File: src/rtl/phy_stim_gen.sv
// Burst/gap pattern stimulus generator (count, LFSR, constant, rotate) with a
// concurrent loopback checker that compares returned words against its own generator.
module phy_stim_gen #(
  parameter int WIDTH      = 32,
  parameter int NUM_WORDS  = 8,
  parameter int BURST_LEN  = 4,
  parameter int GAP_CYCLES = 2,
  parameter logic [WIDTH-1:0] POLY = WIDTH'(32'h04C11DB7)
) (
  input  logic             clk_f,
  input  logic             reset,
  input  logic             start,
  input  logic [1:0]       mode,
  input  logic [WIDTH-1:0] seed,
  input  logic             ready,
  output logic             valid,
  output logic [WIDTH-1:0] data_input,
  output logic             busy,
  output logic             done,
  input  logic [WIDTH-1:0] data_output,
  input  logic             valid_out,
  output logic             error,
  output logic [7:0]       err_count
);

  localparam int CNT_W   = $clog2(NUM_WORDS + 1);
  localparam int BURST_W = $clog2(BURST_LEN + 1);
  localparam int GAP_W   = $clog2(GAP_CYCLES + 2);

  localparam logic [CNT_W-1:0]   LAST_IDX  = CNT_W'(NUM_WORDS - 1);
  localparam logic [CNT_W-1:0]   ALL_WORDS = CNT_W'(NUM_WORDS);
  localparam logic [BURST_W-1:0] BURST_END = BURST_W'(BURST_LEN - 1);
  localparam logic [GAP_W-1:0]   GAP_END   = GAP_W'(GAP_CYCLES - 1);

  typedef enum logic [1:0] {IDLE, SEND, GAP, DONE} state_t;

  state_t             state, state_next;
  logic [1:0]         mode_q;
  logic [CNT_W-1:0]   sent_count;
  logic [BURST_W-1:0] burst_count;
  logic [GAP_W-1:0]   gap_count;
  logic [CNT_W-1:0]   rx_count;
  logic [WIDTH-1:0]   exp_word;

  logic             start_accept;
  logic             transfer;
  logic             last_word;
  logic             burst_end;
  logic             gap_end;
  logic             check_en;
  logic [WIDTH-1:0] eff_seed;

  function automatic logic [WIDTH-1:0] next_word(input logic [1:0] m,
                                                 input logic [WIDTH-1:0] d);
    case (m)
      2'd0:    next_word = d + 1'b1;
      2'd1:    next_word = {d[WIDTH-2:0], 1'b0} ^ (d[WIDTH-1] ? POLY : '0);
      2'd2:    next_word = d;
      default: next_word = {d[WIDTH-2:0], d[WIDTH-1]};
    endcase
  endfunction

  // An all-zero LFSR state would lock up, so mode 1 substitutes 1 for a zero seed.
  assign eff_seed     = (mode == 2'd1 && seed == '0) ? WIDTH'(1) : seed;
  assign start_accept = (state == IDLE) && start;
  assign transfer     = (state == SEND) && ready;
  assign last_word    = (sent_count == LAST_IDX);
  assign burst_end    = (burst_count == BURST_END);
  assign gap_end      = (gap_count == GAP_END);
  assign check_en     = valid_out && (state != IDLE) && (rx_count != ALL_WORDS);

  assign valid = (state == SEND);
  assign busy  = (state != IDLE);
  assign done  = (state == DONE);

  always_ff @(posedge clk_f or negedge reset) begin
    if (!reset) state <= IDLE;
    else        state <= state_next;
  end

  always_comb begin
    state_next = state;
    case (state)
      IDLE: if (start) state_next = SEND;
      SEND: begin
        if (ready) begin
          if (last_word)                        state_next = DONE;
          else if (burst_end && GAP_CYCLES > 0) state_next = GAP;
        end
      end
      GAP:  if (gap_end) state_next = SEND;
      DONE: state_next = IDLE;
      default: state_next = IDLE;
    endcase
  end

  // Sender datapath: the word advances on the same edge that it is accepted.
  always_ff @(posedge clk_f or negedge reset) begin
    if (!reset) begin
      mode_q      <= 2'd0;
      data_input  <= '0;
      sent_count  <= '0;
      burst_count <= '0;
      gap_count   <= '0;
    end else begin
      if (start_accept) begin
        mode_q      <= mode;
        data_input  <= eff_seed;
        sent_count  <= '0;
        burst_count <= '0;
      end else if (transfer) begin
        data_input  <= next_word(mode_q, data_input);
        sent_count  <= sent_count + 1'b1;
        burst_count <= burst_end ? '0 : burst_count + 1'b1;
      end
      if (state == GAP) gap_count <= gap_end ? '0 : gap_count + 1'b1;
      else              gap_count <= '0;
    end
  end

  // Checker runs independently of the sender and stops counting after one run's worth of words.
  always_ff @(posedge clk_f or negedge reset) begin
    if (!reset) begin
      exp_word  <= '0;
      rx_count  <= '0;
      error     <= 1'b0;
      err_count <= 8'd0;
    end else if (start_accept) begin
      exp_word  <= eff_seed;
      rx_count  <= '0;
      error     <= 1'b0;
      err_count <= 8'd0;
    end else if (check_en) begin
      exp_word <= next_word(mode_q, exp_word);
      rx_count <= rx_count + 1'b1;
      if (data_output != exp_word) begin
        error <= 1'b1;
        if (err_count != 8'hFF) err_count <= err_count + 1'b1;
      end
    end
  end

endmodule

File: config.mk
export PLATFORM = sky130hd
export DESIGN_NAME = phy_stim_gen
export DESIGN_NICKNAME = d
export VERILOG_FILES = /design/src/rtl/phy_stim_gen.sv
export SDC_FILE = /design/constraint.sdc
export NUM_CORES = 1
export LEC_CHECK = 0
export BUFFER_PORTS_ARGS = -buffer_cell sky130_fd_sc_hd__clkbuf_2
export CAP_MARGIN = 20
export CORE_UTILIZATION = 55
export DETAILED_ROUTE_END_ITERATION = 8
export GPL_TIMING_DRIVEN = 0
export PLACE_DENSITY = 0.78
export SYNTH_ARGS = -nofsm -noshare
export SYNTH_HDL_FRONTEND = slang
export SYNTH_SLANG_ARGS = --single-unit
export TNS_END_PERCENT = 5
File: constraint.sdc
create_clock -name clk_f -period 2.2 [get_ports clk_f]
set_input_delay 0 -clock clk_f [delete_from_list [all_inputs] [get_ports clk_f]]
set_output_delay 0 -clock clk_f [all_outputs]
set_load 0.1 [all_outputs]
==> results of run 1 <==
[area by class of cell]
type	count	area, µm²	area share
multi-input combinational	653	4140	0.496
clock buffer	9	225	0.0270
timing repair buffer	156	981	0.117
clock inverter	7	76.3	0.00914
tap	143	179	0.0214
buffer	68	392	0.0469
sequential	90	2310	0.277
inverter	13	48.8	0.00584
[logic make-up (layout without fill, tap and decap cells)]
family / count (synthesis) / count (layout) / share of synthesized area
AO/OA/AOI/OAI: 246 / 246 / 0.232
adder cells (fa/ha/maj): 7 / 7 / 0.0131
XOR/XNOR: 71 / 71 / 0.0927
multiplexers: 18 / 18 / 0.0272
buffers and inverters: 85 / 253 / 0.0614
flip-flops: 90 / 90 / 0.336
AND/OR/NAND/NOR: 311 / 311 / 0.238
[worst max-delay path by stage]
| stage | start | endpoint | slack, ps | depth (start not counted) |
|---|---|---|---|---|
| 6_report | mode_q[1]$_DFFE_PN0P_ | data_input[0]$_DFFE_PN0P_ | -30 | 6 |
| 2_1_floorplan | data_input[14]$_DFFE_PN0P_ | data_input[25]$_DFFE_PN0P_ | -40 | 6 |
| 3_5_place_dp | state[0]$_DFFE_PN0P_ | data_input[10]$_DFFE_PN0P_ | -410 | 7 |
| 3_3_place_gp | state[0]$_DFFE_PN0P_ | data_input[10]$_DFFE_PN0P_ | -410 | 7 |
| 4_1_cts | mode_q[0]$_DFFE_PN0P_ | data_input[28]$_DFFE_PN0P_ | -30 | 7 |
| 5_1_grt | mode_q[0]$_DFFE_PN0P_ | data_input[10]$_DFFE_PN0P_ | -20 | 5 |
[worst max-delay path, delay by kind of cell, from the launching register on]
family	cells	cell delay, ps
and+or+nand+nor	1	100
DFF	1	570
buffers and inverters	2	740
AOI/OAI and AO/OA	3	660
[power breakdown]
group,internal [mW],total [mW],switching (mW)
Sequential,2.51,3.54,1.03
Combinational,2.93,9.83,6.90
Clock,0.888,1.63,0.745
Total,6.34,15.0,8.68
[metal layers]
layer / vias to the layer above / share of wire / global-route usage
met5: - / 0 / 0
met4: 0 / 0.052 / 0.222
met3: 131 / 0.14 / 0.122
met2: 655 / 0.44 / 0.614
met1: 3540 / 0.37 / 0.519
li1: 3344 / - / -
[placed cells by master (no fill, tap or decap), types with 23 or more instances in the layout]
master / instances
dlygate4sd3_1: 29
nand3_1: 39
dfrtp_1: 62
xnor2_1: 53
a21oi_1: 72
nor2_1: 70
nand2_1: 86
clkbuf_2: 132
buf_2: 23
o21ai_0: 56
[metrics by stage]
step	worst slack (ps)	area (µm²)	hold slack, ps
6_report	-25.5	8350	18.5
5_1_grt	-24.9	8350	16.9
4_1_cts	-25.1	8210	14.7
3_5_place_dp	-408	7560	53.7
3_3_place_gp	-412	7530	239
2_1_floorplan	-42.1	6780	-296
[state kept, by name (all words and copies together) (netlist names)]
signal and cells:
burst_count 3, data_input 32, err_count 8, error 1, exp_word 32, gap_count 2
mode_q 2, rx_count 4, sent_count 4, state 2
[repair_timing]
item | 4_1_cts | 5_1_grt
setup endpoints to repair | 72 | 70
hold endpoints to repair | 80 | 0
setup buffers | 0 | 12
hold buffers | 29 | 0
gates resized for setup | 26 | 37
pin swaps | 1 | 9
==> out/summary.txt, run 1 <==
Final Setup Violations = 2
Relative slew slack = 0.509
Maxcap violations = 0
# DRC = 0
Worst hold path startpoint = seed[19]
Crit end category = flop
Failing checks = negative setup slack
Iter 0 DRT Violations = 1113
Worst-case reg-to-reg path depth = 6
Final Hold Viols = 0
Share of cells above drive strength 1 = 0.268
DR WL/cell = 22.2 µm
Antenna Nets Post-Route = 0
Hold depth = 3
ANT cells = 0
Detailed-router iteration count before antenna repair = 6
Max Fclk = 449 MHz
LEAKAGE = 3.56 nW
Synth cell count leaders = 90 x dfrtp_1, 86 x nand2_1, 73 x a21oi_1, 73 x nor2_1, 58 x o21ai_0
Crit-path most repeated cell = o21ai_0
Most common cell in the netlist = dfrtp_1
Total gr overflow = 0
Top_reg_cell synth = dfrtp_1
Final period demand of the worst path = 2230 ps
Setup slack, reg-to-reg = -30 ps
Number of global-route vias before repair = 7194
Pwr/cell area = 1800 nW/µm²
Latest clock arrival within the worst-skew pair = 370 ps
Core Region = 11700 µm²
Post-Syn Area = 6710 µm²
Yosys top cell area share = 0.336
CTS H-tree depth = 3
Slowest stage cell, crit path = dfrtp_1
Clock tree skew after final layout = 10.8 ps
Die width = 112 µm
Crit path launch type = flop
Nets@finish = 1069
DP Cell Count = 1086
Post-Syn Instances = 828
I/O pin count = 115
Number of I/O port buffers = 114
Worst path required time = 2440 ps
Worst-Margin Slew = 737 ps
Reg2reg start = mode_q[1]$_DFFE_PN0P_
Crit-path max cell delay = 570 ps
Final period util = 1.01
Critical path peak fanout = 10
Total power = 15.0 mW
Via Count = 7670
Final setup margin = -25.5 ps
Peak supply drop = 1.58 mV
Area growth from synthesis to final layout = 24.6%
Root buffer cell = clkbuf_16
Dominant cells by area after synthesis = dfrtp_1 34%, xnor2_1 6.9%, a21oi_1 5.4%
Clk sink count = 90
CTS buffer count = 9
RR Endpoint = data_input[0]$_DFFE_PN0P_
Utilization after layout = 0.716
Final-layout fill cell count = 938
Initial antenna violation count = 0
Yosys top cell by area = dfrtp_1
Hold Crit Class = in2reg
Crit path cell chain = inv_1 -> o21ai_2 -> clkbuf_1 -> nor3_1 -> o21ai_0 -> o21ai_0
FFs w/ async S/R, synth = 1.00
Avg Inst Size Synth = 8.10 µm²
Vias per inst = 6.73
Largest net degree at the start of global routing = 54
CTS max path bufs = 2
Final Max Slew Viols = 0
CP Class = reg2reg
Final cell count without fillers = 1139
Die area = 12600 µm²
Starting Density = 0.575
Yosys reg bits = 90
FP Rows = 39
GRT Total Usage = 0.405
First-pass GRT wire length = 38600 µm
Synth cell types = 75
Setup TNS = -26.9 ps
Die Span Y = 112 µm
GP Congestion = 0.952
Data arrival time of the critical path = 2470 ps
TritonCTS clock tree = done
Final wirelength = 25300 µm
Post-synth EDFFs = 0
Reg clk slew, reported paths = 70 ps
Sequential area share after synthesis = 0.336
Status = finished with violations
Yosys warning count = 0
RSZ-0062 raised after global routing = true
Syn Nets = 906
DP Wirelength = 17300 µm
Hold EP = data_input[19]$_DFFE_PN0P_
No activity file was read; power rests on OpenSTA's default activity.
==> run 2, diff against run 1 <==
CORE_ASPECT_RATIO = 2   (was not set)
clock period = 2.7 ns   (was 2.2 ns; I/O delays follow)
==> run 2 against run 1 <==
Effect of this change: the flow now finishes without violations; flip-flop and latch count did not move; highest routed layer unchanged; register-to-register slack gained 100 ps; critical endpoint is now exp_word[18]$_DFFE_PN0P_; final cell count decreased by 0.88%; count of clock-buffer cells in the layout rose by 3; maximum frequency decreased by 15%; utilization fell by 3.1 points; worst hold slack lost 5.1 ps; die area up 0.21%.
==> out/summary.txt, run 2 (synthesis gave the netlist of run 1 again) <==
Core Region = 11800 µm² (was 11700 µm²)
Area growth from synthesis to final layout = 20.3% (was 24.6%)
LEAKAGE = 3.44 nW (was 3.56 nW)
Hold EP = exp_word[15]$_DFFE_PN0P_ (was data_input[19]$_DFFE_PN0P_)
FP Rows = 56 (was 39)
Max Fclk = 381 MHz (was 449 MHz)
Data arrival time of the critical path = 2870 ps (was 2470 ps)
Final Max Slew Viols = 0 (unchanged)
DR WL/cell = 24.4 µm (was 22.2 µm)
Final Setup Violations = 0 (was 2)
Pint = 4.94 mW (was 6.34 mW)
Die Span Y = 158 µm (was 112 µm)
Starting Density = 0.570 (was 0.575)
I/O pin count = 115 (unchanged)
Hold Crit Class = in2reg (unchanged)
Via Count = 7694 (was 7670)
Setup slack, reg-to-reg = 80 ps (was -30 ps)
Number of I/O port buffers = 114 (unchanged)
Antenna Nets Post-Route = 0 (unchanged)
Status = completed (was finished with violations)
Final setup margin = 77.2 ps (was -25.5 ps)
ANT cells = 0 (unchanged)
Initial antenna violation count = 0 (unchanged)
Reg clk slew, reported paths = 70 ps (about the same)
Crit end category = flop (unchanged)
Final period util = 0.971 (was 1.01)
Worst-case reg-to-reg path depth = 7 (was 6)
Sequential Power Share = 0.231 (was 0.236)
Clk pwr share = 0.107 (was 0.109)
Final wirelength = 27500 µm (was 25300 µm)
Pre-CTS setup slack = 84.6 ps (was -408 ps)
Final Hold Viols = 0 (unchanged)
GP Congestion = 1.01 (was 0.952)
Iter 0 DRT Violations = 976 (was 1113)
Dpl cell area = 7490 µm² (was 7560 µm²)
Reg2reg start = state[0]$_DFFE_PN0P_ (was mode_q[1]$_DFFE_PN0P_)
Crit path launch type = flop (unchanged)
RR Endpoint = exp_word[18]$_DFFE_PN0P_ (was data_input[0]$_DFFE_PN0P_)
Fin Hold WS = 13.4 ps (was 18.5 ps)
Slowest stage cell, crit path = clkdlybuf4s15_1 (was dfrtp_1)
CP Class = reg2reg (unchanged)
Crit-path max cell delay = 620 ps (was 570 ps)
Worst-Margin Slew = 908 ps (was 737 ps)
Worst hold path startpoint = seed[15] (was seed[19])
Die width = 80.1 µm (was 112 µm)
Relative slew slack = 0.395 (was 0.509)
Commonest non-fill, non-tap cells in the layout = 118 x clkbuf_2, 88 x dfrtp_1, 86 x nand2_1 (was 132 x clkbuf_2, 86 x nand2_1, 72 x a21oi_1)
Largest regs = data_input x32, exp_word x32, err_count x8 (unchanged)
Largest net degree at the start of global routing = 50 (was 54)
# DRC = 0 (unchanged)
Critical path peak fanout = 10 (unchanged)
Commonest non-fill, non-tap cell in the layout = clkbuf_2 (unchanged)
Root buffer cell = clkbuf_16 (unchanged)
RSZ-0062 raised after global routing = true (unchanged)
Comb power frac = 0.662 (was 0.655)
Worst path required time = 2940 ps (was 2440 ps)
Vias per inst = 6.81 (was 6.73)
Maxcap violations = 0 (unchanged)
Nets@finish = 1057 (was 1069)
Peak supply drop = 0.992 mV (was 1.58 mV)
Total gr overflow = 0 (unchanged)
P_sw = 7.12 mW (was 8.68 mW)
CTS H-tree depth = 3 (unchanged)
Clk sink count = 90 (unchanged)
Final period demand of the worst path = 2620 ps (was 2230 ps)
GRT Total Usage = 0.462 (was 0.405)
Latest clock arrival within the worst-skew pair = 350 ps (was 370 ps)
Final instance area = 8070 µm² (was 8350 µm²)
Share of cells above drive strength 1 = 0.199 (was 0.268)
Clock tree skew after final layout = 7.18 ps (was 10.8 ps)
Hold depth = 3 (unchanged)
Die area = 12700 µm² (was 12600 µm²)
Detailed-router iteration count before antenna repair = 5 (was 6)
Sw Ratio = 0.590 (was 0.578)
Crit path cell chain = clkbuf_2 -> or2_2 -> nor2_2 -> clkbuf_8 -> clkdlybuf4s15_1 -> nand2_1 -> o311ai_1 (was inv_1 -> o21ai_2 -> clkbuf_1 -> nor3_1 -> o21ai_0 -> o21ai_0)
First-pass GRT wire length = 42100 µm (was 38600 µm)
Pwr/cell area = 1490 nW/µm² (was 1800 nW/µm²)
TritonCTS clock tree = done (unchanged)
DP Wirelength = 19400 µm (was 17300 µm)
CTS buffer count = 9 (unchanged)
CTS max path bufs = 2 (unchanged)
Number of global-route vias before repair = 7537 (was 7194)
==> run 2: per-stage QoR <==
step	cells	power, mW	TNS [ps]	util
2_1_floorplan	828	8.46	-17.9	-
3_3_place_gp	1087	10.3	0	0.634
3_5_place_dp	1088	10.4	0	0.636
4_1_cts	1129	11.7	0	0.682
5_1_grt	1129	12.6	-69.4	0.685
6_report	1129	12.1	0	0.685
==> run 2: layout make-up <==
class	instances	area (µm²)
multi-input combinational	653	4070
fill	1041	3700
sequential	90	2250
timing repair buffer	140	851
buffer	72	370
clock buffer	12	236
tap	145	181
clock inverter	4	53.8
inverter	13	48.8
==> run 2: power groups by stage <==
stage | clock network, mW | registers (mW) | logic [mW]
6_report | 1.29 | 2.79 | 7.98
5_1_grt | 1.35 | 2.83 | 8.45
4_1_cts | 1.29 | 2.72 | 7.72
3_5_place_dp | 0 | 2.74 | 7.67
3_3_place_gp | 0 | 2.73 | 7.59
2_1_floorplan | 0 | 4.50 | 3.95
==> run 2: per-layer routing <==
metal,vias to the layer above,share of wire,track usage
li1,3331,-,-
met1,3523,0.32,0.479
met2,628,0.47,0.716
met3,212,0.11,0.160
met4,0,0.10,0.427
met5,-,0,0
==> run 2: worst max-delay path by stage <==
stage / startpoint / endpoint / slack [ps]
6_report: state[0]$_DFFE_PN0P_ / exp_word[18]$_DFFE_PN0P_ / 80
3_3_place_gp: state[0]$_DFFE_PN0P_ / exp_word[18]$_DFFE_PN0P_ / 60
3_5_place_dp: state[0]$_DFFE_PN0P_ / data_input[18]$_DFFE_PN0P_ / 80
2_1_floorplan: data_input[2]$_DFFE_PN0P_ / data_input[25]$_DFFE_PN0P_ / -20
4_1_cts: state[0]$_DFFE_PN0P_ / data_input[18]$_DFFE_PN0P_ / 50
5_1_grt: state[0]$_DFFE_PN0P_ / exp_word[17]$_DFFE_PN0P_ / -50
==> run 2: worst max-delay path, delay by kind of cell (launching register included) <==
| family | cells | cell delay [ps] |
|---|---|---|
| buffers and inverters | 3 | 1070 |
| and+or+nand+nor | 3 | 950 |
| DFF | 1 | 360 |
| AOI/OAI and AO/OA | 1 | 140 |
==> run 2: what timing repair did <==
item                                   in CTS  in global routing
gates resized for setup                     0                 10
setup endpoints to repair                   0                 33
hold buffers                               25                  0
endpoints found under the hold margin      78                  0
setup buffers                               0                  0
==> run 3, diff against run 2 <==
PLACE_DENSITY = not set   (was 0.78)
PLACE_DENSITY_LB_ADDON = 0.15   (was not set)
==> run 3 against run 2 <==
Effect of this change: critical path depth is the same; count of clock-buffer cells in the layout unchanged; critical path type unchanged; clock power barely moved; flip-flop and latch count stayed put; setup slack improved by 41 ps; sequential power about the same; sequential share of layout area increased by 0.10 points; combinational power is 0.6% lower.
==> out/summary.txt, run 3 (synthesis gave the netlist of run 1 again) <==
Total power = 12.0 mW (was 12.1 mW)
First-pass GRT wire length = 41300 µm (was 42100 µm)
CTS max path bufs = 2 (unchanged)
Worst-case reg-to-reg path depth = 7 (unchanged)
CTS H-tree depth = 3 (unchanged)
CP Class = reg2reg (unchanged)
Crit path max-delay family = compound AO/OA/AOI/OAI gates (was buffers and inverters)
Fin Hold WS = 9.03 ps (was 13.4 ps)
Commonest non-fill, non-tap cell in the layout = clkbuf_2 (unchanged)
Final wirelength = 26900 µm (was 27500 µm)
RSZ-0062 raised after global routing = false (was true)
Total gr overflow = 0 (unchanged)
Peak supply drop = 1.03 mV (was 0.992 mV)
Slowest stage cell, crit path = clkbuf_1 (was clkdlybuf4s15_1)
Commonest non-fill, non-tap cells in the layout = 120 x clkbuf_2, 88 x dfrtp_1, 86 x nand2_1 (was 118 x clkbuf_2, 88 x dfrtp_1, 86 x nand2_1)
DR WL/cell = 23.8 µm (was 24.4 µm)
Latest clock arrival within the worst-skew pair = 350 ps (about the same)
Reg2reg start = state[0]$_DFFE_PN0P_ (unchanged)
Worst-Margin Slew = 846 ps (was 908 ps)
CTS buffer count = 9 (unchanged)
GP Congestion = 1.02 (was 1.01)
LEAKAGE = 3.43 nW (was 3.44 nW)
# DRC = 0 (unchanged)
Number of I/O port buffers = 114 (unchanged)
Reg clk slew, reported paths = 70 ps (about the same)
Largest net degree at the start of global routing = 49 (was 50)
Final cell count without fillers = 1128 (was 1129)
Data arrival time of the critical path = 2810 ps (was 2870 ps)
Crit-path max cell delay = 550 ps (was 620 ps)
TritonCTS clock tree = done (unchanged)
Crit path from = state[0]$_DFFE_PN0P_ (unchanged)
DP Wirelength = 19600 µm (was 19400 µm)
Final period util = 0.956 (was 0.971)
Crit path cell chain = clkbuf_2 -> o21ai_0 -> or3_1 -> buf_2 -> clkbuf_1 -> a211oi_1 -> a221o_1 (was clkbuf_2 -> or2_2 -> nor2_2 -> clkbuf_8 -> clkdlybuf4s15_1 -> nand2_1 -> o311ai_1)
Hold Crit Class = in2reg (unchanged)
Via Count = 7538 (was 7694)
Hold depth = 3 (unchanged)
Final Setup Violations = 0 (unchanged)
Buffer and inverter count on the worst path = 3 (unchanged)
Antenna Nets Post-Route = 0 (unchanged)
Root buffer cell = clkbuf_16 (unchanged)
Crit path launch type = flop (unchanged)
Nets@finish = 1056 (was 1057)
ANT cells = 0 (unchanged)
I/O pin count = 115 (unchanged)
Hold EP = exp_word[9]$_DFFE_PN0P_ (was exp_word[15]$_DFFE_PN0P_)
Crit end category = flop (unchanged)
Detailed-router iteration count before antenna repair = 6 (was 5)
DP Cell Count = 1088 (unchanged)
Core Region = 11800 µm² (unchanged)
Pwr/cell area = 1490 nW/µm² (about the same)
Die area = 12700 µm² (unchanged)
Worst hold path startpoint = seed[9] (was seed[15])
Maxcap violations = 0 (unchanged)
FP Rows = 56 (unchanged)
Relative slew slack = 0.436 (was 0.395)
Setup slack, reg-to-reg = 120 ps (was 80 ps)
Starting Density = 0.570 (unchanged)
Die Span Y = 158 µm (unchanged)
GRT Total Usage = 0.447 (was 0.462)
Share of cells above drive strength 1 = 0.199 (about the same)
Initial antenna violation count = 0 (unchanged)
Utilization after layout = 0.683 (was 0.685)
Clock tree skew after final layout = 17.0 ps (was 7.18 ps)
Number of global-route vias before repair = 7463 (was 7537)
Critical path peak fanout = 10 (unchanged)
Max Fclk = 387 MHz (was 381 MHz)
Area growth from synthesis to final layout = 19.9% (was 20.3%)
Iter 0 DRT Violations = 699 (was 976)
Final Max Slew Viols = 0 (unchanged)
Vias per inst = 6.68 (was 6.81)
Status = completed (unchanged)
RR Endpoint = exp_word[17]$_DFFE_PN0P_ (was exp_word[18]$_DFFE_PN0P_)
Final Hold Viols = 0 (unchanged)
Setup Fix Bufs, Post-CTS = 0 (unchanged)
Clk sink count = 90 (unchanged)
Die width = 80.1 µm (unchanged)
Final period demand of the worst path = 2580 ps (was 2620 ps)
Largest regs = data_input x32, exp_word x32, err_count x8 (unchanged)
Worst path required time = 2930 ps (was 2940 ps)
-- run 3: cell types whose count changed in the layout (fill, tap and decap cells not counted), sizes merged --
cell	change
clkinvlp	+1
clkbuf	+1
dlygate4sd3	-1
clkdlybuf4s15	-1
clkinv	-1
-- run 3: worst reg2reg max path, delay by kind of cell (launching register included) --
kind / cells / cell delay, ps
compound gates: 3 / 970
buf+inv: 3 / 960
flops: 1 / 350
simple gates: 1 / 200
-- run 3: layout make-up --
cell class / count / area (µm²)
multi-input cells: 653 / 4050
fillers: 1069 / 3730
clock buffers: 12 / 246
flip-flops and latches: 90 / 2250
well taps: 145 / 181
inverters: 13 / 48.8
repair buffers: 139 / 841
plain buffers: 72 / 367
clock inverters: 4 / 52.6
-- run 3: how the worst max path moves through the flow --
stage | slack, ps | cells after the start | end
floorplan | -20 | 7 | data_input[25]$_DFFE_PN0P_
global placement | 80 | 6 | exp_word[19]$_DFFE_PN0P_
detailed placement | 100 | 6 | exp_word[19]$_DFFE_PN0P_
CTS | 100 | 7 | data_input[10]$_DFFE_PN0P_
global route | 30 | 7 | exp_word[17]$_DFFE_PN0P_
finish | 120 | 7 | exp_word[17]$_DFFE_PN0P_
-- run 3: routing by layer --
layer / wire length (µm) / global-route usage / vias up / part of all wire
met5: 0 / 0 / - / 0
met2: 12700 / 0.716 / 525 / 0.47
met4: 2550 / 0.375 / 0 / 0.095
met3: 2610 / 0.122 / 174 / 0.097
li1: - / - / 3330 / -
met1: 9030 / 0.480 / 3509 / 0.34
-- run 3: where the power goes --
part	internal (mW)	switching [mW]	total (mW)	leakage, nW
combinational	2.24	5.68	7.93	2.20
sequential	1.98	0.782	2.76	1.09
clock	0.745	0.573	1.32	0.135
total	4.97	7.04	12.0	3.43
-- run 3: per-stage QoR --
step                      instance area (µm²)  setup TNS (ps)  worst slack (ps)
final                                    8040               0               118
after global routing                     8040               0              25.7
after CTS                                8030               0              96.8
after detailed placement                 7490               0               102
after global placement                   7460               0              80.4
after floorplan                          6710           -17.9             -17.9
-- run 3: what timing repair did --
action | 4_1_cts | 5_1_grt
hold buffers | 24 | 0
endpoints found under the hold margin | 79 | 0
setup endpoints to repair | 0 | 34
resized for setup | 0 | 7
